`src/rtl/pipeline_stall_controller.sv`:
```
// -----------------------------------------------------------------------------
// pipeline_stall_controller
//
// Central stall/flush controller for a classic five-stage in-order pipeline.
// It arbitrates three hazard sources and turns them into the register
// enables and kill signals used by the PC and pipeline registers:
//
//   dmem_busy       (highest) - data memory needs extra cycles; freeze all
//   branch_taken              - redirect resolved in EX; kill wrong path
//   load_use_hazard (lowest)  - consumer in ID needs a loaded value; insert
//                               exactly one bubble into ID/EX
//
// Control outputs respond in the same cycle: they are a combinational
// function of the current state and the current hazard inputs. Only the
// state, the flush counter and the stall-cycle statistic are registered.
//
// Parameters
//   FLUSH_CYCLES : cycles IF/ID stays flushed after a taken branch,
//                  including the branch cycle itself (legal range 1..3)
//   CNT_W        : width of the saturating stall-cycle counter
//
// Ports
//   clk             in   rising-edge clock
//   arst            in   asynchronous active-high reset
//   load_use_hazard in   load-use stall request from hazard detection
//   branch_taken    in   taken branch/jump resolved in EX this cycle
//   dmem_busy       in   multi-cycle data memory access in progress
//   cnt_clear       in   synchronous clear of stall_cycles
//   pc_write        out  PC load enable
//   if_id_write     out  IF/ID load enable
//   if_id_flush     out  IF/ID loaded with a NOP
//   id_ex_bubble    out  ID/EX control fields zeroed
//   pipe_hold       out  freeze ID/EX, EX/MEM and MEM/WB
//   ctrl_state      out  current state (RUN=0, LOAD_STALL=1, FLUSH=2,
//                        MEM_WAIT=3)
//   stall_cycles    out  saturating count of cycles with pc_write=0
// -----------------------------------------------------------------------------
module pipeline_stall_controller #(
    parameter int FLUSH_CYCLES = 1,
    parameter int CNT_W        = 16
) (
    input  logic             clk,
    input  logic             arst,
    input  logic             load_use_hazard,
    input  logic             branch_taken,
    input  logic             dmem_busy,
    input  logic             cnt_clear,
    output logic             pc_write,
    output logic             if_id_write,
    output logic             if_id_flush,
    output logic             id_ex_bubble,
    output logic             pipe_hold,
    output logic [1:0]       ctrl_state,
    output logic [CNT_W-1:0] stall_cycles
);

    typedef enum logic [1:0] {
        ST_RUN        = 2'd0,
        ST_LOAD_STALL = 2'd1,
        ST_FLUSH      = 2'd2,
        ST_MEM_WAIT   = 2'd3
    } state_t;

    // The branch cycle is itself the first flush cycle, so the counter only
    // tracks the flush cycles that follow it.
    localparam logic [1:0]       FLUSH_RELOAD = 2'(FLUSH_CYCLES - 1);
    localparam logic [CNT_W-1:0] CNT_MAX      = {CNT_W{1'b1}};
    localparam logic [CNT_W-1:0] CNT_ONE      = CNT_W'(1'b1);

    state_t           state_r;
    state_t           state_nxt_s;
    state_t           eff_state_s;
    logic [1:0]       flush_cnt_r;
    logic [1:0]       flush_cnt_nxt_s;
    logic [CNT_W-1:0] stall_cycles_r;

    logic             pc_write_s;
    logic             if_id_write_s;
    logic             if_id_flush_s;
    logic             id_ex_bubble_s;
    logic             pipe_hold_s;

    // Effective behaviour state: once memory stops being busy, MEM_WAIT acts
    // as RUN, unless it interrupted a flush sequence, in which case the
    // frozen flush resumes with whatever count it had left.
    always_comb begin
        eff_state_s = state_r;
        case (state_r)
            ST_MEM_WAIT: begin
                if (flush_cnt_r != 2'd0) begin
                    eff_state_s = ST_FLUSH;
                end else begin
                    eff_state_s = ST_RUN;
                end
            end
            default: begin
                eff_state_s = state_r;
            end
        endcase
    end

    // Hazard arbitration: decides the control outputs and the next state /
    // flush count. Priority is dmem_busy > branch_taken > load_use_hazard.
    always_comb begin
        pc_write_s      = 1'b1;
        if_id_write_s   = 1'b1;
        if_id_flush_s   = 1'b0;
        id_ex_bubble_s  = 1'b0;
        pipe_hold_s     = 1'b0;
        state_nxt_s     = ST_RUN;
        flush_cnt_nxt_s = flush_cnt_r;

        if (dmem_busy) begin
            // Whole pipeline holds; the flush counter keeps its value so an
            // interrupted flush can pick up where it stopped.
            pc_write_s    = 1'b0;
            if_id_write_s = 1'b0;
            pipe_hold_s   = 1'b1;
            state_nxt_s   = ST_MEM_WAIT;
        end else if (branch_taken) begin
            // Redirect: PC loads the target, the wrong-path fetch is killed.
            // Inside a flush the instruction in ID is already a NOP, so no
            // bubble is needed there; the sequence is simply restarted.
            if_id_flush_s   = 1'b1;
            flush_cnt_nxt_s = FLUSH_RELOAD;
            if (eff_state_s == ST_FLUSH) begin
                id_ex_bubble_s = 1'b0;
            end else begin
                id_ex_bubble_s = 1'b1;
            end
            if (FLUSH_RELOAD != 2'd0) begin
                state_nxt_s = ST_FLUSH;
            end else begin
                state_nxt_s = ST_RUN;
            end
        end else begin
            case (eff_state_s)
                ST_FLUSH: begin
                    // Load-use requests are ignored: ID holds a NOP.
                    if_id_flush_s = 1'b1;
                    if (flush_cnt_r <= 2'd1) begin
                        flush_cnt_nxt_s = 2'd0;
                        state_nxt_s     = ST_RUN;
                    end else begin
                        flush_cnt_nxt_s = flush_cnt_r - 2'd1;
                        state_nxt_s     = ST_FLUSH;
                    end
                end
                ST_LOAD_STALL: begin
                    // The bubble was already inserted; a still-asserted
                    // hazard is the same load and must not stall twice.
                    state_nxt_s = ST_RUN;
                end
                ST_RUN: begin
                    if (load_use_hazard) begin
                        pc_write_s     = 1'b0;
                        if_id_write_s  = 1'b0;
                        id_ex_bubble_s = 1'b1;
                        state_nxt_s    = ST_LOAD_STALL;
                    end else begin
                        state_nxt_s = ST_RUN;
                    end
                end
                default: begin
                    state_nxt_s = ST_RUN;
                end
            endcase
        end
    end

    // Output stage: while reset is asserted the pipeline sees the plain RUN
    // enables regardless of what the hazard inputs are doing.
    always_comb begin
        if (arst) begin
            pc_write     = 1'b1;
            if_id_write  = 1'b1;
            if_id_flush  = 1'b0;
            id_ex_bubble = 1'b0;
            pipe_hold    = 1'b0;
        end else begin
            pc_write     = pc_write_s;
            if_id_write  = if_id_write_s;
            if_id_flush  = if_id_flush_s;
            id_ex_bubble = id_ex_bubble_s;
            pipe_hold    = pipe_hold_s;
        end
    end

    // State and flush counter registers; reset abandons any sequence.
    always_ff @(posedge clk or posedge arst) begin
        if (arst) begin
            state_r     <= ST_RUN;
            flush_cnt_r <= 2'd0;
        end else begin
            state_r     <= state_nxt_s;
            flush_cnt_r <= flush_cnt_nxt_s;
        end
    end

    // Stall statistic: counts cycles where the PC did not advance, holding
    // at full scale instead of wrapping; clear wins over increment.
    always_ff @(posedge clk or posedge arst) begin
        if (arst) begin
            stall_cycles_r <= {CNT_W{1'b0}};
        end else if (cnt_clear) begin
            stall_cycles_r <= {CNT_W{1'b0}};
        end else if (!pc_write_s && (stall_cycles_r != CNT_MAX)) begin
            stall_cycles_r <= stall_cycles_r + CNT_ONE;
        end else begin
            stall_cycles_r <= stall_cycles_r;
        end
    end

    assign ctrl_state   = state_r;
    assign stall_cycles = stall_cycles_r;

endmodule
```
`config.mk`:
```
export PLATFORM = sky130hd
export DESIGN_NAME = pipeline_stall_controller
export DESIGN_NICKNAME = d
export VERILOG_FILES = /design/src/rtl/pipeline_stall_controller.sv
export SDC_FILE = /design/constraint.sdc
export NUM_CORES = 1
export LEC_CHECK = 0
export CAP_MARGIN = 10
export CORE_MARGIN = 2
export CORE_UTILIZATION = 48
export DETAILED_ROUTE_END_ITERATION = 16
export PLACE_DENSITY_LB_ADDON = 0.05
export SETUP_SLACK_MARGIN = 0.3
export SLEW_MARGIN = 10
export SYNTH_ARGS = -nofsm -noshare
export SYNTH_HDL_FRONTEND = slang
export SYNTH_SLANG_ARGS = --single-unit
```
`constraint.sdc`:
```
create_clock -name clk -period 3.1 [get_ports clk]
set_input_delay 0.93 -clock clk [delete_from_list [all_inputs] [get_ports clk]]
set_output_delay 0.93 -clock clk [all_outputs]
set_load 0.01 [all_outputs]
```
Yosys cells after proc, flatten, opt, wreduce, memory -nomap -nowiden
Index checks and enable logic that the tools add are counted.
{"block": "totals", "regBits": 20, "in_bits": 6}
{"block": "classes", "addsub": 2, "order_cmp": 1, "eq_ne": 3, "muxes": 29, "bitwise_logic": 1, "n_reduce_logical": 7}
{"operator": "$mux 16", "n": 2}
{"operator": "$mux 1", "n": 18}
{"operator": "$add 16x1->16 const B", "n": 1}
{"operator": "$mux 2", "n": 8}
{"operator": "$ne 16x16->1 const B", "n": 1}
{"operator": "$reduce_bool 2->1", "n": 3}
{"operator": "$eq 2x2->1 const B", "n": 2}
{"operator": "$pmux 2 s2", "n": 1}
{"operator": "$le 2x1->1 const B", "n": 1}
{"operator": "$logic_not 2->1", "n": 1}
{"operator": "$reduce_and 2->1", "n": 1}
{"operator": "$sub 2x1->2 const B", "n": 1}
{"operator": "$logic_and 1x1->1", "n": 1}
{"operator": "$logic_not 1->1", "n": 1}
{"operator": "$not 1->1", "n": 1}

Logic depth before layout (Yosys ltp)
Gate-level depths: netlist of the first run.
{"block": "logic_depth", "ltp_word": 11, "depth_mapped": 7, "ltp_nobuf": 6}

Least setup slack after synthesis of the first run
OpenSTA, ideal clock, no wires.
{"block": "synth_timing", "path_type": "input -> output", "startpoint": "input port load_use_hazard", "endpoint": "output port pc_write", "arrival_ns": 1.981, "required_ns": 2.170, "setup_slack_ns": 0.189, "stages": 5, "path_buffers": 1, "path_cell_list": "nor4bb_2 a211oi_4 inv_4 nand2_1 buf_4"}
{"block": "synth_between", "elab_chain_cells": 5}
{"item": "start, declared", "line_no": "44", "source": "input logic load_use_hazard,"}
{"item": "$mux 1 (5 in a row)"}
{"item": "end, declared", "line_no": "48", "source": "output logic pc_write,"}
Every way passes these cells.

Worst setup path in the final report of the first run
{"block": "layout_timing", "startpoint": "input port arst", "endpoint": "output port id_ex_bubble"}
{"block": "layout_between", "elab_chain_cells": 1}
{"item": "start, declared", "line_no": "43", "source": "input logic arst,"}
{"item": "$mux 1", "line_no": "174", "source": "if (arst) begin"}
{"item": "end, declared", "line_no": "51", "source": "output logic id_ex_bubble,"}
Every way passes these cells.

==> run_summary.xml, run 1 <==
<?xml version="1.0" encoding="UTF-8"?>
<metrics>
  <group name="min_path">
    <metric name="min_to" unit="">flush_cnt_r[0]</metric>
    <metric name="min_from" unit="">flush_cnt_r[0]</metric>
    <metric name="worst_hold_path.num_cells" unit="">2</metric>
    <metric name="worstHoldPathType" unit="">register to register</metric>
  </group>
  <group name="timing">
    <metric name="worst_clock_skew" unit="ns">0.00508</metric>
    <metric name="setup-violations-final" unit="">0</metric>
    <metric name="final-max-slew-violation-count" unit="">0</metric>
    <metric name="setup_ws" unit="ns">0.329</metric>
    <metric name="hold_viol" unit="">0</metric>
    <metric name="max_clk_rate" unit="MHz">361</metric>
    <metric name="worst-slew-pin-transition" unit="ns">0.556</metric>
    <metric name="grt_setup_unrepaired" unit="">true</metric>
    <metric name="period_share" unit="%">89.4</metric>
    <metric name="tns" unit="ns">0</metric>
    <metric name="finalHoldWorstSlack" unit="ns">0.548</metric>
    <metric name="max_slew_margin" unit="%">62.8</metric>
    <metric name="finalCriticalPeriod" unit="ns">2.77</metric>
  </group>
  <group name="critical_path">
    <metric name="ff2ff_setup_slack" unit="ns">0.97</metric>
    <metric name="worstReg2RegStart" unit="">stall_cycles[1]</metric>
    <metric name="r2r.worst_path.cells" unit="">7</metric>
    <metric name="startpoint_type" unit="">primary input</metric>
    <metric name="required" unit="ns">2.17</metric>
    <metric name="timing.critical_path.arrival" unit="ns">1.84</metric>
    <metric name="reg2reg_to" unit="">stall_cycles[13]</metric>
    <metric name="critPathCaptureType" unit="">output pin</metric>
    <metric name="criticalPathCategory" unit="">primary input to output pin</metric>
    <metric name="path_max_fanout" unit="">4</metric>
  </group>
  <group name="grt">
    <metric name="pin_count_of_the_biggest_net_entering_global_routing" unit="">21</metric>
    <metric name="grt_first_pass_wirelength" unit="microns">3970</metric>
    <metric name="global_route.usage.total" unit="%">19.1</metric>
    <metric name="grt_antenna_before_repair" unit="">0</metric>
    <metric name="overflow" unit="">0</metric>
    <metric name="first_global_vias" unit="">889</metric>
  </group>
  <group name="route">
    <metric name="detail_route.wirelength" unit="microns">2360</metric>
    <metric name="drt-pass1-iter-count" unit="">4</metric>
    <metric name="met2RoutedLength" unit="microns">1100</metric>
    <metric name="routed-via-count" unit="">968</metric>
    <metric name="wirelength_per_cell" unit="microns">13.2</metric>
    <metric name="drt.antenna.violating_nets" unit="">0</metric>
    <metric name="routed-wl-met3" unit="microns">129</metric>
    <metric name="highest_layer" unit="">met4</metric>
    <metric name="drt_iter0_markers" unit="">18</metric>
    <metric name="wl_met1" unit="microns">1120</metric>
    <metric name="remaining_drc_errors" unit="">0</metric>
    <metric name="avg_vias_per_cell" unit="">5.41</metric>
  </group>
  <group name="floorplan">
    <metric name="placement_rows" unit="">17</metric>
    <metric name="dieArea" unit="sq um">2840</metric>
    <metric name="floorplan.core_area" unit="sq um">2250</metric>
    <metric name="die_y" unit="microns">53.3</metric>
    <metric name="initial_utilization" unit="%">51.7</metric>
    <metric name="die_width" unit="microns">53.3</metric>
    <metric name="top_level_ports" unit="">29</metric>
  </group>
  <group name="finish">
    <metric name="final_util" unit="%">68.0</metric>
    <metric name="drive_above_1_share" unit="%">19.2</metric>
    <metric name="antenna_diode_count" unit="">0</metric>
    <metric name="stdcell_area" unit="sq um">1530</metric>
    <metric name="layout.nets" unit="">160</metric>
    <metric name="area_delta_synth_final" unit="%">31.6</metric>
  </group>
  <group name="clock_network">
    <metric name="cts_made_buffers" unit="">3</metric>
    <metric name="source_to_sink_clock_delay_at_the_later_pin_of_the_worst_skew_pair" unit="ns">0.29</metric>
    <metric name="clock-sinks" unit="">20</metric>
    <metric name="clkSlewWorstSetupHoldPaths" unit="ns">0.10</metric>
    <metric name="clock_tree.htree_level_count" unit="">1</metric>
    <metric name="holdBufCountCts" unit="">0</metric>
    <metric name="tritoncts" unit="">yes</metric>
    <metric name="clk_root_buffer_cell" unit="">sky130_fd_sc_hd__clkbuf_4</metric>
    <metric name="cts.path.max_buffers" unit="">2</metric>
  </group>
  <group name="synthesis">
    <metric name="synthDominantAreaCellType" unit="">sky130_fd_sc_hd__dfrtp_1</metric>
    <metric name="mappedNetlistArea" unit="sq um">1160</metric>
    <metric name="postSynth.asyncResetShare" unit="%">100</metric>
    <metric name="yosysWarningCount" unit="">0</metric>
    <metric name="avgSynthCellArea" unit="sq um">9.79</metric>
    <metric name="netlist_cell_types" unit="">38</metric>
    <metric name="synth_sequential_area_ratio" unit="%">43.0</metric>
    <metric name="synthDominantCellAreaShare" unit="%">43.0</metric>
    <metric name="synth-edff-count" unit="">0</metric>
    <metric name="synth_seq_cells" unit="">20</metric>
    <metric name="synth.net_count" unit="">126</metric>
    <metric name="yosys_most_used_dff" unit="">sky130_fd_sc_hd__dfrtp_1</metric>
    <metric name="post_synth_inst_count" unit="">119</metric>
    <metric name="netlist_top_cells_area" unit="">sky130_fd_sc_hd__dfrtp_1 (43%), sky130_fd_sc_hd__xnor2_1 (6.8%), sky130_fd_sc_hd__nor2_1 (5.5%)</metric>
  </group>
  <group name="power_and_ir_drop">
    <metric name="cellLeakagePower" unit="nW">0.610</metric>
    <metric name="p_per_area" unit="nW/um^2">304</metric>
    <metric name="ir_drop" unit="V">0.000266</metric>
  </group>
  <group name="job">
    <metric name="max-cap-violations" unit="">0</metric>
  </group>
  <group name="placed_design">
    <metric name="dpl-instance-area" unit="sq um">1530</metric>
    <metric name="placement.io_buffers" unit="">28</metric>
    <metric name="dp.final_hpwl" unit="microns">1730</metric>
    <metric name="finalWeightedCongestion" unit="">0.800</metric>
    <metric name="placement.setup.worst_slack" unit="ns">-0.370</metric>
  </group>
  <group name="outcome">
    <metric name="status" unit="">complete, no violations</metric>
  </group>
</metrics>
-- metal layers --
layer	vias to the layer above	global-route usage, %
li1	483	-
met1	456	27.3
met2	27	29.6
met3	2	2.54
met4	0	6.41
met5	-	0
-- layout by cell type, fill, tap and decap left out, types with 2 or more instances in the layout --
cell                              count
sky130_fd_sc_hd__dlygate4sd2_1        2
sky130_fd_sc_hd__nor2b_1              3
sky130_fd_sc_hd__inv_1                5
sky130_fd_sc_hd__a21oi_1              5
sky130_fd_sc_hd__a211oi_4             2
sky130_fd_sc_hd__and3_1               2
sky130_fd_sc_hd__nand4_1              4
sky130_fd_sc_hd__nand2b_1             2
sky130_fd_sc_hd__a21o_1               2
sky130_fd_sc_hd__a31o_2               2
sky130_fd_sc_hd__clkbuf_2             3
sky130_fd_sc_hd__xnor2_1              9
sky130_fd_sc_hd__nand3_1              6
sky130_fd_sc_hd__o21ai_0              2
sky130_fd_sc_hd__buf_2                2
sky130_fd_sc_hd__and4_1               2
sky130_fd_sc_hd__mux2i_1              2
sky130_fd_sc_hd__buf_4                8
sky130_fd_sc_hd__nand2_1              4
sky130_fd_sc_hd__dfrtp_1             20
sky130_fd_sc_hd__nor3_1               3
sky130_fd_sc_hd__clkbuf_4             3
sky130_fd_sc_hd__clkdlybuf4s50_1     20
sky130_fd_sc_hd__nor2_1              17
sky130_fd_sc_hd__a211oi_1             4
-- through the flow --
step | std cells | total power, mW
4_1_cts | 179 | 0.473
2_1_floorplan | 119 | 0.318
3_3_place_gp | 176 | 0.356
6_report | 179 | 0.466
3_5_place_dp | 176 | 0.357
5_1_grt | 179 | 0.492
-- report_power, final --
group          internal, mW  leakage, nW  switching, mW  total [mW]
clock                0.0452       0.0138         0.0722       0.117
combinational        0.0366        0.323         0.0380      0.0747
sequential            0.266        0.273        0.00794       0.274
total                 0.348        0.610          0.118       0.466
-- area by class of cell --
| cell class | count | area [sq um] |
|---|---|---|
| timing repair buffer | 36 | 314 |
| multi-input combinational | 86 | 636 |
| clock buffer | 3 | 22.5 |
| inverter | 6 | 25.0 |
| sequential | 20 | 500 |
| fill | 189 | 722 |
| tap | 28 | 35.0 |
-- cells by family after synthesis --
kind of cell	Yosys count	synth area share, %
mux	2	1.72
simple gates	50	23.5
flops	20	43.0
compound gates	23	18.0
fa+ha+maj	1	1.07
buf+inv	13	5.16
xor+xnor	10	7.52
-- synth_stat cells, types with 2 or more instances --
| cell | n |
|---|---|
| sky130_fd_sc_hd__dfrtp_1 | 20 |
| sky130_fd_sc_hd__nor2_1 | 17 |
| sky130_fd_sc_hd__xnor2_1 | 9 |
| sky130_fd_sc_hd__nand3_1 | 6 |
| sky130_fd_sc_hd__a21oi_1 | 5 |
| sky130_fd_sc_hd__inv_1 | 5 |
| sky130_fd_sc_hd__nand2_1 | 5 |
| sky130_fd_sc_hd__a211oi_1 | 4 |
| sky130_fd_sc_hd__nand4_1 | 4 |
| sky130_fd_sc_hd__clkbuf_1 | 3 |
| sky130_fd_sc_hd__nor2b_1 | 3 |
| sky130_fd_sc_hd__nor3_1 | 3 |
| sky130_fd_sc_hd__a211oi_4 | 2 |
| sky130_fd_sc_hd__a21o_1 | 2 |
| sky130_fd_sc_hd__a31o_2 | 2 |
| sky130_fd_sc_hd__and3_1 | 2 |
| sky130_fd_sc_hd__and4_1 | 2 |
| sky130_fd_sc_hd__buf_4 | 2 |
| sky130_fd_sc_hd__mux2i_1 | 2 |
| sky130_fd_sc_hd__nand2b_1 | 2 |
| sky130_fd_sc_hd__o21ai_0 | 2 |
-- timing repair --
action | CTS | global route
pin swaps | 2 | 1
buffers inserted | 0 | 0
gates cloned | 0 | 0
gates resized for setup | 20 | 5
endpoints found under the hold margin | 0 | 0
endpoints found under the setup margin | 5 | 4
-- critical path, stage by stage --
cell and delay, ns:
sky130_fd_sc_hd__clkdlybuf4s50_1 0.48, sky130_fd_sc_hd__nor4_2 0.27, sky130_fd_sc_hd__clkbuf_2 0.17
-- worst max-delay path by stage --
stage,startpoint,to,slack (ns)
after floorplan,load_use_hazard,pc_write,0.30
after global placement,branch_taken,pc_write,-0.34
after detailed placement,branch_taken,id_ex_bubble,-0.37
after CTS,arst,id_ex_bubble,0.20
after global routing,arst,id_ex_bubble,0.29
final,arst,id_ex_bubble,0.33
-- flip-flops by register name, indices dropped and copies added (netlist names) --
signal	flops
ctrl_state	2
stall_cycles	16
flush_cnt_r	2
Note: power is estimated with default switching activity, not from simulation.
==> run 2: changes to the inputs <==
--- a/config.mk
+++ b/config.mk
@@ -7,8 +7,9 @@
 export LEC_CHECK = 0
 export CAP_MARGIN = 10
 export CORE_MARGIN = 2
-export CORE_UTILIZATION = 48
+export CORE_UTILIZATION = 45
 export DETAILED_ROUTE_END_ITERATION = 16
+export DONT_BUFFER_PORTS = 1
 export PLACE_DENSITY_LB_ADDON = 0.05
 export SETUP_SLACK_MARGIN = 0.3
 export SLEW_MARGIN = 10
==> run_summary.xml, run 2 (synthesis gave the netlist of run 1 again) <==
<?xml version="1.0" encoding="UTF-8"?>
<metrics>
  <group name="outcome">
    <metric name="status" unit="">complete, no violations</metric>
  </group>
  <group name="route">
    <metric name="remaining_drc_errors" unit="">0</metric>
    <metric name="drt_iter0_markers" unit="">9</metric>
    <metric name="detail_route.wirelength" unit="microns">2150</metric>
    <metric name="avg_vias_per_cell" unit="">5.65</metric>
    <metric name="drt-pass1-iter-count" unit="">4</metric>
    <metric name="drt.antenna.violating_nets" unit="">0</metric>
    <metric name="routed-via-count" unit="">847</metric>
    <metric name="wirelength_per_cell" unit="microns">14.3</metric>
  </group>
  <group name="finish">
    <metric name="largest_register_ffs" unit="">16</metric>
    <metric name="antenna_diode_count" unit="">0</metric>
    <metric name="layout.cells.most_common_list" unit="">sky130_fd_sc_hd__dfrtp_1 (20), sky130_fd_sc_hd__nor2_1 (17), sky130_fd_sc_hd__xnor2_1 (9), sky130_fd_sc_hd__nand3_1 (6)</metric>
    <metric name="layout.nets" unit="">128</metric>
    <metric name="drive_above_1_share" unit="%">15.8</metric>
    <metric name="area_delta_synth_final" unit="%">9.45</metric>
    <metric name="filler_cell_count" unit="">244</metric>
    <metric name="final_common_cell" unit="">sky130_fd_sc_hd__dfrtp_1</metric>
  </group>
  <group name="timing">
    <metric name="final-max-slew-violation-count" unit="">0</metric>
    <metric name="period_share" unit="%">80.1</metric>
    <metric name="finalHoldWorstSlack" unit="ns">0.565</metric>
    <metric name="finalCriticalPeriod" unit="ns">2.48</metric>
    <metric name="worst_clock_skew" unit="ns">0.00903</metric>
    <metric name="worst-slew-pin-transition" unit="ns">0.527</metric>
    <metric name="setup_ws" unit="ns">0.617</metric>
    <metric name="max_slew_margin" unit="%">64.5</metric>
    <metric name="setup-violations-final" unit="">0</metric>
    <metric name="tns" unit="ns">0</metric>
    <metric name="grt_setup_unrepaired" unit="">false</metric>
    <metric name="max_clk_rate" unit="MHz">403</metric>
    <metric name="hold_viol" unit="">0</metric>
  </group>
  <group name="floorplan">
    <metric name="placement_rows" unit="">18</metric>
    <metric name="initial_utilization" unit="%">47.5</metric>
    <metric name="die_y" unit="microns">54.9</metric>
    <metric name="dieArea" unit="sq um">3010</metric>
    <metric name="die_width" unit="microns">54.9</metric>
    <metric name="top_level_ports" unit="">29</metric>
    <metric name="floorplan.core_area" unit="sq um">2450</metric>
  </group>
  <group name="clock_network">
    <metric name="clkSlewWorstSetupHoldPaths" unit="ns">0.11</metric>
    <metric name="source_to_sink_clock_delay_at_the_later_pin_of_the_worst_skew_pair" unit="ns">0.30</metric>
    <metric name="cts.path.max_buffers" unit="">2</metric>
    <metric name="holdBufCountCts" unit="">0</metric>
    <metric name="clk_root_buffer_cell" unit="">sky130_fd_sc_hd__clkbuf_4</metric>
    <metric name="cts_made_buffers" unit="">3</metric>
    <metric name="tritoncts" unit="">yes</metric>
    <metric name="clock-sinks" unit="">20</metric>
    <metric name="clock_tree.htree_level_count" unit="">1</metric>
  </group>
  <group name="critical_path">
    <metric name="reg2reg_to" unit="">stall_cycles[15]</metric>
    <metric name="startpoint_type" unit="">primary input</metric>
    <metric name="critPathCaptureType" unit="">output pin</metric>
    <metric name="timing.critical_path.arrival" unit="ns">1.55</metric>
    <metric name="r2r.worst_path.cells" unit="">6</metric>
    <metric name="ff2ff_setup_slack" unit="ns">1.18</metric>
    <metric name="required" unit="ns">2.17</metric>
    <metric name="worstReg2RegStart" unit="">ctrl_state[0]</metric>
    <metric name="path_max_fanout" unit="">7</metric>
    <metric name="criticalPathCategory" unit="">primary input to output pin</metric>
  </group>
  <group name="placed_design">
    <metric name="placement.io_buffers" unit="">0</metric>
    <metric name="finalWeightedCongestion" unit="">0.665</metric>
    <metric name="dp.final_hpwl" unit="microns">1570</metric>
    <metric name="placement.setup.worst_slack" unit="ns">0.293</metric>
  </group>
  <group name="grt">
    <metric name="global_route.usage.total" unit="%">16.1</metric>
    <metric name="pin_count_of_the_biggest_net_entering_global_routing" unit="">21</metric>
    <metric name="grt_antenna_before_repair" unit="">0</metric>
    <metric name="overflow" unit="">0</metric>
    <metric name="grt_first_pass_wirelength" unit="microns">3510</metric>
    <metric name="first_global_vias" unit="">812</metric>
  </group>
  <group name="min_path">
    <metric name="min_to" unit="">flush_cnt_r[0]</metric>
    <metric name="worstHoldPathType" unit="">register to register</metric>
    <metric name="worst_hold_path.num_cells" unit="">2</metric>
    <metric name="min_from" unit="">flush_cnt_r[0]</metric>
  </group>
  <group name="power_and_ir_drop">
    <metric name="ir_drop" unit="V">0.000271</metric>
    <metric name="p_per_area" unit="nW/um^2">414</metric>
    <metric name="post-layout-total-power" unit="uW">527</metric>
    <metric name="cellLeakagePower" unit="nW">0.495</metric>
  </group>
  <group name="job">
    <metric name="max-cap-violations" unit="">0</metric>
  </group>
</metrics>
==> run 2: cell types whose count changed in the layout (fill, tap and decap cells not counted), sizes merged <==
| cell | before | now |
|---|---|---|
| buf | 11 | 4 |
| clkbuf | 6 | 3 |
| dlygate4sd2 | 2 | 0 |
| bufinv | 0 | 1 |
| clkdlybuf4s50 | 20 | 0 |
==> run 2: area by class of cell <==
cell class / count / area, sq um / area share, %
Multi-Input combinational cell: 86 / 629 / 49.4
Inverter: 6 / 25.0 / 1.96
Tap cell: 30 / 37.5 / 2.94
Sequential cell: 20 / 500 / 39.3
Timing Repair Buffer: 4 / 30.0 / 2.36
Clock inverter: 1 / 30.0 / 2.36
Clock buffer: 3 / 22.5 / 1.77
==> run 2: through the flow <==
stage               util (%)  std cells  instance area, sq um
floorplan                  -        119                  1190
global placement        49.5        145                  1210
detailed placement      49.5        145                  1210
CTS                     51.9        150                  1270
global route            51.9        150                  1270
finish                  51.9        150                  1270
==> run 2: layer usage <==
| layer | vias to the layer above | routed length (microns) | track usage, % |
|---|---|---|---|
| li1 | 423 | - | - |
| met1 | 403 | 1070 | 22.1 |
| met2 | 19 | 928 | 24.8 |
| met3 | 2 | 138 | 3.28 |
| met4 | 0 | 15 | 6.25 |
| met5 | - | 0 | 0 |
==> run 2: critical path: stages <==
cell                       delay (ns)
sky130_fd_sc_hd__nor4bb_4        0.14
sky130_fd_sc_hd__a211oi_4        0.30
sky130_fd_sc_hd__inv_4           0.09
sky130_fd_sc_hd__nand2_4         0.10
==> run 2: how the worst max path moves through the flow <==
stage	from	endpoint	depth (start not counted)
CTS	load_use_hazard	pc_write	4
floorplan	load_use_hazard	pc_write	5
global placement	load_use_hazard	pc_write	4
global route	ctrl_state[1]	if_id_flush	3
detailed placement	load_use_hazard	pc_write	4
finish	load_use_hazard	pc_write	4
==> run 2: report_power, final <==
part	internal, mW	switching (mW)
sequential	0.266	0.0112
clock	0.131	0.0808
combinational	0.0165	0.0226
==> run 2: repair_timing <==
action / 4_1_cts / 5_1_grt
endpoints found under the hold margin: 0 / 0
setup endpoints to repair: 2 / 0
gates resized for setup: 0 / 0
buffers inserted: 1 / 0
